**src/rtl/riscv_trace_pkg.sv**
```systemverilog
// Shared types for the retirement trace path: the merged trace record and
// the per-beat data-memory summary that feeds it.
package riscv_trace_pkg;

    localparam int unsigned TRACE_REC_W = 174;
    localparam logic [3:0]  RMASK_LOAD  = 4'hf;

    typedef struct packed {
        logic [31:0] pc;
        logic [31:0] instr;
        logic        trap;
        logic [4:0]  rd_addr;
        logic [31:0] rd_wdata;
        logic [31:0] mem_addr;
        logic [3:0]  mem_rmask;
        logic [3:0]  mem_wmask;
        logic [31:0] mem_data;
    } trace_rec_t;

    typedef struct packed {
        logic [31:0] addr;
        logic [3:0]  rmask;
        logic [3:0]  wmask;
        logic [31:0] data;
    } mem_info_t;

    // Store beats report their strobes and write data, loads a full read mask and read data.
    function automatic mem_info_t beat_info(input logic [31:0] addr, input logic write,
                                            input logic [3:0] wstb, input logic [31:0] wdata,
                                            input logic [31:0] rdata);
        mem_info_t m;
        m.addr  = addr;
        m.rmask = write ? 4'h0 : RMASK_LOAD;
        m.wmask = write ? wstb : 4'h0;
        m.data  = write ? wdata : rdata;
        return m;
    endfunction

endpackage

```
**src/rtl/riscv_trace_fifo.sv**
```systemverilog
// Generic synchronous FIFO; full/empty derive from the occupancy count so the
// pointers may wrap freely. A push into a full FIFO is taken only alongside a pop.
module riscv_trace_fifo #(
    parameter type         T     = logic [7:0],
    parameter int unsigned DEPTH = 8
) (
    input  logic                     clock,
    input  logic                     reset_n,
    input  logic                     push,
    input  logic                     pop,
    input  T                         wdata,
    output T                         rdata,
    output logic                     full,
    output logic                     empty,
    output logic [$clog2(DEPTH):0]   level
);
    localparam int unsigned AW = $clog2(DEPTH);

    T               mem [DEPTH];
    logic [AW-1:0]  wr_ptr;
    logic [AW-1:0]  rd_ptr;
    logic           do_push;
    logic           do_pop;

    assign full    = (level == ($clog2(DEPTH)+1)'(DEPTH));
    assign empty   = (level == '0);
    assign do_pop  = pop && !empty;
    assign do_push = push && (!full || do_pop);
    assign rdata   = mem[rd_ptr];

    always_ff @(posedge clock) begin
        if (do_push) begin
            mem[wr_ptr] <= wdata;
        end
    end

    always_ff @(posedge clock) begin
        if (!reset_n) begin
            wr_ptr <= '0;
            rd_ptr <= '0;
            level  <= '0;
        end else begin
            if (do_push) wr_ptr <= wr_ptr + 1'b1;
            if (do_pop)  rd_ptr <= rd_ptr + 1'b1;
            case ({do_push, do_pop})
                2'b10:   level <= level + 1'b1;
                2'b01:   level <= level - 1'b1;
                default: level <= level;
            endcase
        end
    end

endmodule

```
**src/rtl/riscv_retire_trace_buf.sv**
```systemverilog
// Merges each retired instruction with its data-memory beat into a trace record
// and queues records for a valid/ready consumer, counting any that are dropped.
module riscv_retire_trace_buf
    import riscv_trace_pkg::*;
#(
    parameter int unsigned DEPTH = 8,
    parameter int unsigned OVF_W = 16
) (
    input  logic                     clock,
    input  logic                     reset_n,
    input  logic                     ret_valid,
    input  logic [31:0]              ret_pc,
    input  logic [31:0]              ret_instr,
    input  logic                     ret_trap,
    input  logic [4:0]               ret_rd_addr,
    input  logic [31:0]              ret_rd_wdata,
    input  logic                     m_valid,
    input  logic [31:0]              m_addr,
    input  logic                     m_write,
    input  logic [3:0]               m_wstb,
    input  logic [31:0]              m_wdata,
    input  logic [31:0]              m_rdata,
    output logic                     out_valid,
    input  logic                     out_ready,
    output logic [TRACE_REC_W-1:0]   out_rec,
    output logic [$clog2(DEPTH):0]   level,
    output logic [OVF_W-1:0]         ovf_cnt
);
    mem_info_t  beat;
    mem_info_t  lat;
    logic       lat_pend;
    trace_rec_t rec;
    trace_rec_t head_rec;
    logic       fifo_full;
    logic       fifo_empty;
    logic       pop;
    logic       drop;

    assign beat      = beat_info(m_addr, m_write, m_wstb, m_wdata, m_rdata);
    assign out_valid = !fifo_empty;
    assign pop       = out_valid && out_ready;
    assign drop      = ret_valid && fifo_full && !pop;
    assign out_rec   = head_rec;

    // A beat in the retire cycle bypasses the latch; otherwise the last latched beat is used.
    always_comb begin
        rec           = '0;
        rec.pc        = ret_pc;
        rec.instr     = ret_instr;
        rec.trap      = ret_trap;
        rec.rd_addr   = ret_rd_addr;
        rec.rd_wdata  = ret_rd_wdata;
        if (m_valid) begin
            rec.mem_addr  = beat.addr;
            rec.mem_rmask = beat.rmask;
            rec.mem_wmask = beat.wmask;
            rec.mem_data  = beat.data;
        end else if (lat_pend) begin
            rec.mem_addr  = lat.addr;
            rec.mem_rmask = lat.rmask;
            rec.mem_wmask = lat.wmask;
            rec.mem_data  = lat.data;
        end
    end

    always_ff @(posedge clock) begin
        if (!reset_n) begin
            lat      <= '0;
            lat_pend <= 1'b0;
            ovf_cnt  <= '0;
        end else begin
            if (ret_valid) begin
                lat      <= '0;
                lat_pend <= 1'b0;
            end else if (m_valid) begin
                lat      <= beat;
                lat_pend <= 1'b1;
            end
            if (drop && (ovf_cnt != '1)) begin
                ovf_cnt <= ovf_cnt + 1'b1;
            end
        end
    end

    riscv_trace_fifo #(
        .T     (trace_rec_t),
        .DEPTH (DEPTH)
    ) u_fifo (
        .clock   (clock),
        .reset_n (reset_n),
        .push    (ret_valid),
        .pop     (pop),
        .wdata   (rec),
        .rdata   (head_rec),
        .full    (fifo_full),
        .empty   (fifo_empty),
        .level   (level)
    );

endmodule

```
**config.mk**
```make
export PLATFORM = sky130hd
export DESIGN_NAME = riscv_retire_trace_buf
export DESIGN_NICKNAME = d
export VERILOG_FILES = /design/src/rtl/riscv_trace_pkg.sv /design/src/rtl/riscv_trace_fifo.sv /design/src/rtl/riscv_retire_trace_buf.sv
export SDC_FILE = /design/constraint.sdc
export NUM_CORES = 1
export LEC_CHECK = 0
export CORE_ASPECT_RATIO = 1.25
export CORE_UTILIZATION = 60
export DETAILED_ROUTE_END_ITERATION = 10
export PLACE_DENSITY_LB_ADDON = 0.3
export SKIP_LAST_GASP = 1
export SLEW_MARGIN = 20
export SYNTH_ARGS = -nofsm -noshare
export SYNTH_HDL_FRONTEND = slang
export SYNTH_SLANG_ARGS = --single-unit
```
**constraint.sdc**
```tcl
create_clock -name clock -period 35.7 [get_ports clock]
set_input_delay 10.71 -clock clock [delete_from_list [all_inputs] [get_ports clock]]
set_output_delay 10.71 -clock clock [all_outputs]
set_load 0.005 [all_outputs]
```
# Word-level counts from Yosys, hierarchy flattened
# Memories as Yosys holds them, arrays and structs flattened. A register that Yosys moved wholly into a read port is not among the register bits.
# Cells that the tools add are included.
# W data, S select, Z words.
# totals
regBits	99
latchBits	0
ramBits	1392
rom_bits	0
mem_count	1
# mem_list
name	words	width	rd	rd_clocked_by_memory_dff	write_ports	line_no	text
u_fifo.mem	8	174	1	1	1	riscv_trace_fifo.sv:19	T mem [DEPTH];
# classes
add_sub_neg	5
multipliers	0
div	0
order_cmp	0
n_eq_ne	4
n_shift	0
n_mux	10
n_bitwise	1
n_reduce_logical	13
# ops
cell	count
$mux W72	2
$mux W32	1
$add A16 B1 Y16 const B	1
$ne A16 B16 Y1 const B	1
$mux W4	2
$pmux W4 S2	1
$add A3 B1 Y3 const B	2
$logic_and A1 B1 Y1	6
$mux W3	2
$add A4 B1 Y4 const B	1
$eq A4 B4 Y1 const B	1
$logic_not A4 Y1	1
$sub A4 B1 Y4 const B	1
$logic_not A1 Y1	3
$eq A2 B1 Y1 const B	1
$eq A2 B2 Y1 const B	1
$mux W1	2
$reduce_bool A2 Y1	1
$reduce_or A2 Y1	1
$logic_or A1 B1 Y1	1
$not A1 Y1	1

# Longest topological paths before layout
# Gate-level depths: netlist of run 1.
# depth
depth_word	8
depth_mapped	11

# Cells and area by module
# A second synthesis of run 1 with hierarchy kept.
# unflattened
hier_cells	2628
hier_area_um2	58079.5
# modules_own_cells
module	n_inst	cells_each	area_each_um2	seq_area_each_um2
riscv_trace_fifo	1	2099	53811.6	42060.3
riscv_retire_trace_buf	1	529	4267.8	1721.7

# Worst setup path before layout of run 1
# OpenSTA, ideal clock, no wires.
# synth_timing
path_kind	input to register
from	input port out_ready
to	memory u_fifo.mem[0][0] (netlist name) (enable)
setup_ns	0.911
arrival_time_ns	22.824
required_ns	34.789
setup_slack_ns	11.964
cell_stages	4
path_buffers	0
cell_sequence	nand2b_1 > o21ai_1 > or2_2 > nor3_1
# synth_via
elab_chain_len	6
# synth_rtl
item	line_no	text
from (decl)	riscv_retire_trace_buf.sv:24	input logic out_ready,
$logic_and A1 B1 Y1	riscv_retire_trace_buf.sv:41	assign pop = out_valid && out_ready;
$logic_and A1 B1 Y1	riscv_trace_fifo.sv:27	assign do_pop = pop && !empty;
$logic_or A1 B1 Y1	riscv_trace_fifo.sv:28	assign do_push = push && (!full || do_pop);
$logic_and A1 B1 Y1	riscv_trace_fifo.sv:28	
$mux W1	riscv_trace_fifo.sv:32	if (do_push) begin
$mux W1 (not written as such)	riscv_trace_fifo.sv:33	mem[wr_ptr] <= wdata;
to (decl)	riscv_trace_fifo.sv:19	
# No other way between the ends.

==> results of run 1 <==
## synth_stat cells, types with 2 or more instances
| library cell | instances | share of area, % |
|---|---|---|
| xor2_1 | 6 | 0.093 |
| mux4_2 | 342 | 14 |
| mux2_2 | 203 | 4.1 |
| edfxtp_1 | 1368 | 73 |
| a22o_1 | 32 | 0.50 |
| o31ai_1 | 11 | 0.15 |
| mux2i_1 | 35 | 0.62 |
| or4_1 | 10 | 0.13 |
| o211ai_1 | 3 | 0.040 |
| o21ai_0 | 7 | 0.062 |
| buf_4 | 7 | 0.093 |
| clkbuf_1 | 55 | 0.37 |
| nand2b_1 | 4 | 0.044 |
| buf_1 | 29 | 0.19 |
| or3_1 | 6 | 0.067 |
| and4_1 | 3 | 0.047 |
| ha_1 | 6 | 0.13 |
| nand4_1 | 4 | 0.044 |
| nand4_2 | 2 | 0.044 |
| nor2b_1 | 2 | 0.022 |
| a21oi_1 | 54 | 0.48 |
| nand2_1 | 151 | 1.0 |
| inv_1 | 4 | 0.027 |
| buf_6 | 29 | 0.58 |
| nor2_1 | 51 | 0.34 |
| buf_2 | 18 | 0.16 |
| nor3_1 | 3 | 0.027 |
| o21ai_1 | 2 | 0.018 |
| nand3_1 | 10 | 0.089 |
| dfxtp_1 | 99 | 3.5 |
## where the power goes
| part | total [mW] | internal [mW] | switching [mW] |
|---|---|---|---|
| Clock | 1.41 | 0.800 | 0.614 |
| Sequential | 1.98 | 1.94 | 0.0360 |
| Combinational | 0.870 | 0.508 | 0.362 |
## worst max-delay path by stage
stage,start,end,slack (ps),cells after the start
2_1_floorplan,out_ready,u_fifo.mem[0][0],11960,4
3_3_place_gp,flip-flop,out_rec[63],19750,6
3_5_place_dp,flip-flop,out_rec[63],19680,6
4_1_cts,flip-flop,out_rec[59],18860,6
5_1_grt,flip-flop,out_rec[106],18710,6
6_report,flip-flop,out_rec[137],19270,6
## through the flow
step	power, mW	instances	util [%]
global placement	2.87	4075	66.1
CTS	4.30	4331	70.8
detailed placement	2.89	4075	66.1
floorplan	2.58	2575	-
finish	4.26	4335	70.8
global route	4.41	4332	70.8
## registers in the layout (all words and copies together) (netlist names), named ones only
register	cells
u_fifo.mem	1368
lat	69
ovf_cnt	16
u_fifo.level	4
u_fifo.rd_ptr	3
u_fifo.wr_ptr	3
lat_pend	1
## final cells by class
class	instances	share of cell area (%)
tap	1206	2.29
clock inverter	61	0.861
antenna	4	0.0152
sequential	1467	65.4
clock buffer	195	5.82
multi-input combinational	964	18.9
inverter	6	0.0342
timing repair buffer	432	6.64
## layer usage
| layer | up-vias | share of wire (%) |
|---|---|---|
| li1 | 11552 | - |
| met1 | 14300 | 38 |
| met2 | 1169 | 52 |
| met3 | 195 | 7.6 |
| met4 | 12 | 2.3 |
| met5 | - | 0.057 |
## worst min-delay path, stage by stage (launching register included)
cell     delay, ps
dfxtp_1        310
nand2_1         60
a21oi_1         50
## kinds of logic (layout without fill, tap and decap cells)
logic type,after synthesis,after routing,share of synthesized area [%]
xor gates and xnor gates,6,6,0.0934
AOI/OAI and AO/OA,114,114,1.32
DFF,1467,1467,76.6
buffers and inverters,144,694,1.44
muxes,580,580,18.4
and+or+nand+nor,258,258,2.06
other,0,4,0
adders and majority gates,6,6,0.133
==> key figures, run 1 <==
Timing
  • Setup TNS Final: 0 ps
  • FMAX: 60.9 MHz
  • Worst-Margin Slew: 1060 ps
  • Slew HR: 29.0%
  • Minimum clock period: 16,430 ps
  • Hold Vio Cnt, Final: 0
  • Pins Over Slew Limit: 0
  • Final Setup Violations: 0
  • Worst hold slack: 466 ps
  • Post-route worst setup slack: 19,270 ps
  • Final period util: 46.0%
  • RSZ-0062 raised after global routing: no
  • Clk_skew: 20.6 ps

Synthesis
  • Post-synthesis cell count: 2,575
  • Synthesized net count: 2,789
  • Number of synthesized flops with an enable pin: 1,368
  • Synth warnings: 0
  • Netlist Area Pre-Place: 56,200 um2
  • Main synth FF type: edfxtp_1
  • Synthesis-stage register bit count: 1,467
  • Sequential area share after synthesis: 76.6%
  • Netlist cell types: 49
  • Average size of a mapped cell: 21.8 um2
  • Async SR Flop Fraction: 0%

Layout
  • Share of layout cells above drive strength 1: 25.3%
  • Area of the multi-input gates: 12,400 um2
  • Commonest non-fill, non-tap cells in the layout: edfxtp_1, clkdlybuf4s50_1, mux4_2, mux2_2, nand2_1
  • Storage cell area: 43,100 um2
  • Area Overhead vs Synth: 17.0%
  • Layout Nets: 3,224
  • Final instance area: 65,800 um2
  • Commonest non-fill, non-tap cell in the layout: edfxtp_1
  • Fill cells: 5,396

Global routing
  • Largest net degree at the start of global routing: 164
  • Vias in the first global route: 28,555
  • Residual overflow from global routing: 0
  • Most Crowded Layer GR: met2
  • GRT Total Usage: 25.2%
  • Global Route met3 Usage: 4.72%
  • First-pass GRT wire length: 174,000 um
  • Global Route met2 Usage: 43.1%
  • Met1 Use GR: 32.7%
  • Initial antenna violation count: 9

Clocking
  • Number of CTS-inserted buffers: 139
  • CTS tree: done
  • Cts repair resizes: 0
  • Hold_buf cts: 0
  • Clk slew on worst S/H paths: 60 ps
  • Post-CTS setup buffer count: 0
  • CTS Sinks: 1,467
  • Clock Latency Late Sink: 740 ps
  • Clock Path Buffers: 3
  • Clk root buf: clkbuf_16
  • H-tree Lvls: 4

Floorplan
  • Core Area: 92,900 um2
  • DIE WIDTH: 276 um
  • Number of cell rows: 125
  • Initial Utilization: 60.5%
  • Die ar.: 95,000 um2
  • Ports: 403
  • Die height: 344 um

Drt
  • DRT antenna net count: 0
  • Total Wirelength: 118,000 um
  • Number of vias per cell: 6.28
  • DRC violations left: 0
  • Pre-antenna DRT Iters: 5
  • Routed length per placed instance: 27.3 um
  • Vias after detailed routing: 27,228
  • DRC marker count from the first detailed-route iteration: 2,338

Hold path
  • Cells on Worst Hold Path: 2
  • Critical hold path startpoint: lat[15]
  • Min-Delay Path Class: flip-flop to flip-flop
  • Endpoint, Worst Hold: lat[15]

Critical path
  • R2R Path End: u_fifo.mem[7][130]
  • FF-to-FF path depth: 5
  • Register-to-register setup slack: 31,570 ps
  • Reg2reg start: u_fifo.level[1]
  • Startpoint Class: flip-flop
  • Crit. End Element: output pin
  • Setup CP Type: flip-flop to output pin
  • Crit-path slowest cell: buf_4
  • CP Data Arrival Time: 5720 ps
  • Crit path cell chain: buf_4 -> buf_4 -> buf_4 -> mux4_2 -> mux2_2 -> clkdlybuf4s50_1
  • Most used cell, CP: buf_4
  • Crit path required time: 24,990 ps
  • Buf/Inv on CP: 4
  • Critical path peak fanout: 48
  • Crit-path max cell delay: 890 ps
  • CP top delay family: buffers and inverters

Power and ir drop
  • Power Density: 64.7 nW/um2
  • Peak supply drop: 0.0000566 V
  • Pleak: 20.7 nW

Place
  • Placement Cell Area: 61,400 um2
  • Placement Setup Slack: 19,680 ps
  • Routability Congestion: 0.733
  • Port Buffers: 402
  • DP HPWL: 61,600 um

Outcome
  • Status: finished clean

Job
  • Max cap viols: 0
No activity file was read; power rests on OpenSTA's default activity.
==> inputs of run 2 (changes only) <==
--- a/config.mk
+++ b/config.mk
@@ -6,7 +6,7 @@
 export NUM_CORES = 1
 export LEC_CHECK = 0
 export CORE_ASPECT_RATIO = 1.25
-export CORE_UTILIZATION = 60
+export CORE_UTILIZATION = 53
 export DETAILED_ROUTE_END_ITERATION = 10
 export PLACE_DENSITY_LB_ADDON = 0.3
 export SKIP_LAST_GASP = 1
==> constraint.sdc (replaced) <==
create_clock -name clock -period 13.6 [get_ports clock]
set_input_delay 4.08 -clock clock [delete_from_list [all_inputs] [get_ports clock]]
set_output_delay 4.08 -clock clock [all_outputs]
set_load 0.005 [all_outputs]
==> key figures, run 2 (synthesized netlist as in run 1, its figures left out) <==
Outcome
  • Status: finished clean

Critical path
  • Critical path peak fanout: 114
  • FF-to-FF path depth: 6
  • CP Data Arrival Time: 4780 ps
  • Crit-path max cell delay: 910 ps
  • Setup CP Type: flip-flop to output pin
  • Crit. End Element: output pin
  • R2R Path End: u_fifo.mem[2][142]
  • Crit-path slowest cell: buf_4
  • Register-to-register setup slack: 10,060 ps
  • Crit path cell chain: buf_12 -> buf_4 -> mux4_2 -> mux2_2 -> clkdlybuf4s50_1
  • Startpoint Class: flip-flop
  • Crit path required time: 9520 ps
  • Reg2reg start: u_fifo.level[1]

Drt
  • Routed length per placed instance: 25.9 um
  • Vias after detailed routing: 26,796
  • Total Wirelength: 118,000 um
  • DRC violations left: 0
  • DRT antenna net count: 0
  • Number of vias per cell: 5.88
  • Pre-antenna DRT Iters: 5
  • DRC marker count from the first detailed-route iteration: 2,014

Place
  • Placed Instances: 4,297
  • Placement Cell Area: 61,700 um2
  • Placement Setup Slack: 5410 ps
  • Routability Congestion: 0.742
  • DP HPWL: 63,800 um
  • Port Buffers: 402

Clocking
  • CTS tree: done
  • Post-CTS setup buffer count: 0
  • Clk slew on worst S/H paths: 60 ps
  • H-tree Lvls: 4
  • Clock Path Buffers: 3
  • Cts repair resizes: 0
  • Clk root buf: clkbuf_16
  • Clock Latency Late Sink: 750 ps
  • Hold_buf cts: 0
  • Number of CTS-inserted buffers: 141
  • CTS Sinks: 1,467

Layout
  • Max reg flops: 1,368
  • Commonest non-fill, non-tap cells in the layout: edfxtp_1, clkdlybuf4s50_1, mux4_2, mux2_2, nand2_1
  • Commonest non-fill, non-tap cell in the layout: edfxtp_1
  • Finished Core Util: 63.0%
  • Area Overhead vs Synth: 17.8%
  • Fin cells: 4,559
  • Layout Nets: 3,237
  • Final instance area: 66,200 um2
  • Most flop-heavy register: u_fifo.mem
  • Share of layout cells above drive strength 1: 25.9%
  • Top Registers: u_fifo.mem x1368, lat x69, ovf_cnt x16

Global routing
  • GRT Total Usage: 22.2%
  • Initial antenna violation count: 8
  • Largest net degree at the start of global routing: 162
  • Residual overflow from global routing: 0
  • Vias in the first global route: 28,656
  • First-pass GRT wire length: 177,000 um

Timing
  • Pins Over Slew Limit: 0
  • Final Setup Violations: 0
  • RSZ-0062 raised after global routing: no
  • Final period util: 65.1%
  • Setup TNS Final: 0 ps
  • Post-route worst setup slack: 4740 ps
  • Worst-Margin Slew: 1110 ps
  • FMAX: 113 MHz
  • Clk_skew: 24.5 ps
  • Hold Vio Cnt, Final: 0
  • Slew HR: 25.9%
  • Minimum clock period: 8860 ps

Hold path
  • Critical hold path startpoint: lat[31]
  • Cells on Worst Hold Path: 2
  • Min-Delay Path Class: flip-flop to flip-flop
  • Endpoint, Worst Hold: lat[31]

Floorplan
  • Number of cell rows: 133
  • Die height: 366 um
  • Ports: 403
  • Initial Utilization: 53.5%
  • DIE WIDTH: 293 um
  • Core Area: 105,000 um2
  • Die ar.: 107,000 um2

Power and ir drop
  • Power Density: 170 nW/um2
  • Peak supply drop: 0.000129 V
  • Pleak: 20.8 nW

Job
  • Max cap viols: 0
run 2: cell count changes in the layout (fill, tap and decap cells not counted), sizes merged:
cell      delta
clkbuf      -13
buf         +11
clkinvlp     +2
inv          +1
clkinv      +10
diode        +1
bufinv       +1
run 2: per-stage QoR:
| step | power (mW) | hold WS [ps] |
|---|---|---|
| 2_1_floorplan | 6.76 | 427 |
| 3_5_place_dp | 7.59 | 455 |
| 3_3_place_gp | 7.54 | 452 |
| 5_1_grt | 11.7 | 475 |
| 4_1_cts | 11.4 | 465 |
| 6_report | 11.2 | 465 |
run 2: where the power goes:
part           internal, mW  total [mW]  switching (mW)
registers              5.09        5.17          0.0818
logic                  1.34        2.29           0.951
clock network          2.14        3.77            1.63
run 2: worst max path at each step:
stage,from,to,slack [ps],cells after the start
floorplan,out_ready,u_fifo.mem[2][0],1110,4
global placement,flip-flop,out_rec[137],5490,5
detailed placement,flip-flop,out_rec[137],5410,5
CTS,flip-flop,out_rec[137],4570,5
global route,flip-flop,out_rec[137],4350,5
finish,flip-flop,out_rec[137],4740,5
run 2: worst max-delay path: cells and delay by family (launching register included):
family	cells	cell delay [ps]
multiplexers	2	880
buffers and inverters	3	2200
flip-flops	1	720
run 2: area by class of cell:
class                           instances  area [um2]
Multi-Input combinational cell        964       12400
Clock inverter                         75         653
Clock buffer                          182        3850
Inverter                                6        22.5
Tap cell                             1417        1770
Antenna cell                            5        12.5
Timing Repair Buffer                  443        4410
Fill cell                            7092       38900
Sequential cell                      1467       43100
run 2: layer usage:
| metal | track usage, % | wire length [um] | vias up |
|---|---|---|---|
| met3 | 5.61 | 8660 | 171 |
| met2 | 37.6 | 60400 | 886 |
| met1 | 28.6 | 46900 | 14163 |
| li1 | - | - | 11566 |
| met5 | 0 | 65 | - |
| met4 | 5.88 | 2160 | 10 |
==> inputs of run 3 (changes only) <==
--- a/config.mk
+++ b/config.mk
@@ -6,7 +6,7 @@
 export NUM_CORES = 1
 export LEC_CHECK = 0
 export CORE_ASPECT_RATIO = 1.25
-export CORE_UTILIZATION = 53
+export CORE_UTILIZATION = 58
 export DETAILED_ROUTE_END_ITERATION = 10
 export PLACE_DENSITY_LB_ADDON = 0.3
 export SKIP_LAST_GASP = 1
==> constraint.sdc (replaced) <==
create_clock -name clock -period 8.7 [get_ports clock]
set_input_delay 2.61 -clock clock [delete_from_list [all_inputs] [get_ports clock]]
set_output_delay 2.61 -clock clock [all_outputs]
set_load 0.005 [all_outputs]
==> key figures, run 3 (synthesized netlist as in run 1, its figures left out) <==
Outcome
  • Status: finished clean

Clocking
  • Clock Path Buffers: 3
  • Post-CTS setup buffer count: 0
  • H-tree Lvls: 4
  • Clock Latency Late Sink: 730 ps
  • Hold_buf cts: 0
  • CTS Sinks: 1,467
  • CTS tree: done
  • Clk root buf: clkbuf_16
  • Number of CTS-inserted buffers: 139
  • Clk slew on worst S/H paths: 60 ps
  • Cts repair resizes: 0

Floorplan
  • Initial Utilization: 58.6%
  • Core Area: 96,000 um2
  • DIE WIDTH: 281 um
  • Die ar.: 98,200 um2
  • Number of cell rows: 127
  • Ports: 403
  • Die height: 350 um

Drt
  • Vias after detailed routing: 27,304
  • Number of vias per cell: 6.18
  • DRC violations left: 0
  • Pre-antenna DRT Iters: 5
  • Total Wirelength: 121,000 um
  • DRT antenna net count: 0
  • Routed length per placed instance: 27.3 um
  • DRC marker count from the first detailed-route iteration: 2,548

Place
  • Port Buffers: 402
  • Placement Setup Slack: 2750 ps
  • DP HPWL: 64,500 um
  • Placed Instances: 4,159
  • Placement Cell Area: 61,700 um2
  • Routability Congestion: 0.741

Global routing
  • Vias in the first global route: 28,565
  • Residual overflow from global routing: 0
  • First-pass GRT wire length: 177,000 um
  • GRT Total Usage: 24.8%
  • Largest net degree at the start of global routing: 157
  • Initial antenna violation count: 16

Critical path
  • Reg2reg start: u_fifo.level[1]
  • Startpoint Class: flip-flop
  • Crit path cell chain: buf_12 -> mux4_2 -> mux2_2 -> clkdlybuf4s50_1
  • CP Data Arrival Time: 3930 ps
  • Crit-path slowest cell: dfxtp_4
  • Crit-path max cell delay: 880 ps
  • Setup CP Type: flip-flop to output pin
  • Critical path peak fanout: 156
  • Buf/Inv on CP: 2
  • Crit. End Element: output pin
  • CP top delay family: buffers and inverters
  • Crit path required time: 6090 ps

Hold path
  • Min-Delay Path Class: flip-flop to flip-flop
  • Critical hold path startpoint: lat[25]

Job
  • Max cap viols: 0

Layout
  • Fin cells: 4,418
  • Share of layout cells above drive strength 1: 25.7%
  • Commonest non-fill, non-tap cell in the layout: edfxtp_1
  • Max reg flops: 1,368
  • Final instance area: 66,200 um2
  • Area Overhead vs Synth: 17.8%
  • Most flop-heavy register: u_fifo.mem
  • Top Registers: u_fifo.mem x1368, lat x69, ovf_cnt x16
  • Layout Nets: 3,226
  • Commonest non-fill, non-tap cells in the layout: edfxtp_1, clkdlybuf4s50_1, mux4_2, mux2_2, nand2_1

Timing
  • Final period util: 75.2%
  • Post-route worst setup slack: 2160 ps
  • RSZ-0062 raised after global routing: no
  • Minimum clock period: 6540 ps
  • Clk_skew: 26.0 ps
  • Final Setup Violations: 0
  • FMAX: 153 MHz
  • Pins Over Slew Limit: 0
  • Worst-Margin Slew: 1280 ps
  • Slew HR: 14.5%
  • Hold Vio Cnt, Final: 0
  • Setup TNS Final: 0 ps

Power and ir drop
  • Power Density: 266 nW/um2
  • Pleak: 20.8 nW
  • Peak supply drop: 0.000168 V
run 3: changes by cell type in the layout (fill, tap and decap cells not counted), sizes merged:
cell / change
buf: -9
clkinvlp: -2
inv: -3
clkinv: -4
clkbuf: +5
bufinv: -1
run 3: per-stage QoR:
stage	hold slack, ps	util [%]	total power [mW]
2_1_floorplan	427	-	10.6
3_3_place_gp	448	64.2	11.8
3_5_place_dp	455	64.3	11.9
4_1_cts	465	68.9	17.8
5_1_grt	478	69.0	18.2
6_report	463	69.0	17.6
run 3: layout make-up:
| cell class | count | area, um2 |
|---|---|---|
| flip-flops and latches | 1467 | 43100 |
| diodes | 5 | 12.5 |
| inverters | 6 | 22.5 |
| well taps | 1290 | 1610 |
| multi-input cells | 964 | 12400 |
| fillers | 5861 | 29800 |
| repair buffers | 434 | 4570 |
| clock buffers | 187 | 3890 |
| clock inverters | 65 | 591 |
run 3: worst register-to-register path, cell delays in order (launching register included):
cell and delay (ps):
dfxtp_1 550, or3_1 270, o21ai_1 180, or2_2 430, nor2_4 820, buf_12 530
run 3: power by group:
group	total [mW]	leakage, nW	internal (mW)	switching, mW
registers	8.09	13.3	7.95	0.132
clock network	5.88	2.19	3.35	2.54
logic	3.64	5.33	2.11	1.52
total	17.6	20.8	13.4	4.19
run 3: path summary, 6_finish.rpt:
kind	slack, ps	cells after the start	to
setup / recovery	2160	4	out_rec[4]
setup reg to reg	5380	5	u_fifo.mem[4][116]
hold reg to reg	460	2	lat[25]
hold / removal	460	2	lat[25]
run 3: per-layer routing:
layer | GRT usage, % | vias up | part of all wire (%)
met5 | 0 | - | 0.10
met4 | 8.40 | 20 | 2.7
met3 | 5.93 | 215 | 8.3
met2 | 41.4 | 1233 | 51
met1 | 32.3 | 14300 | 38
li1 | - | 11536 | -
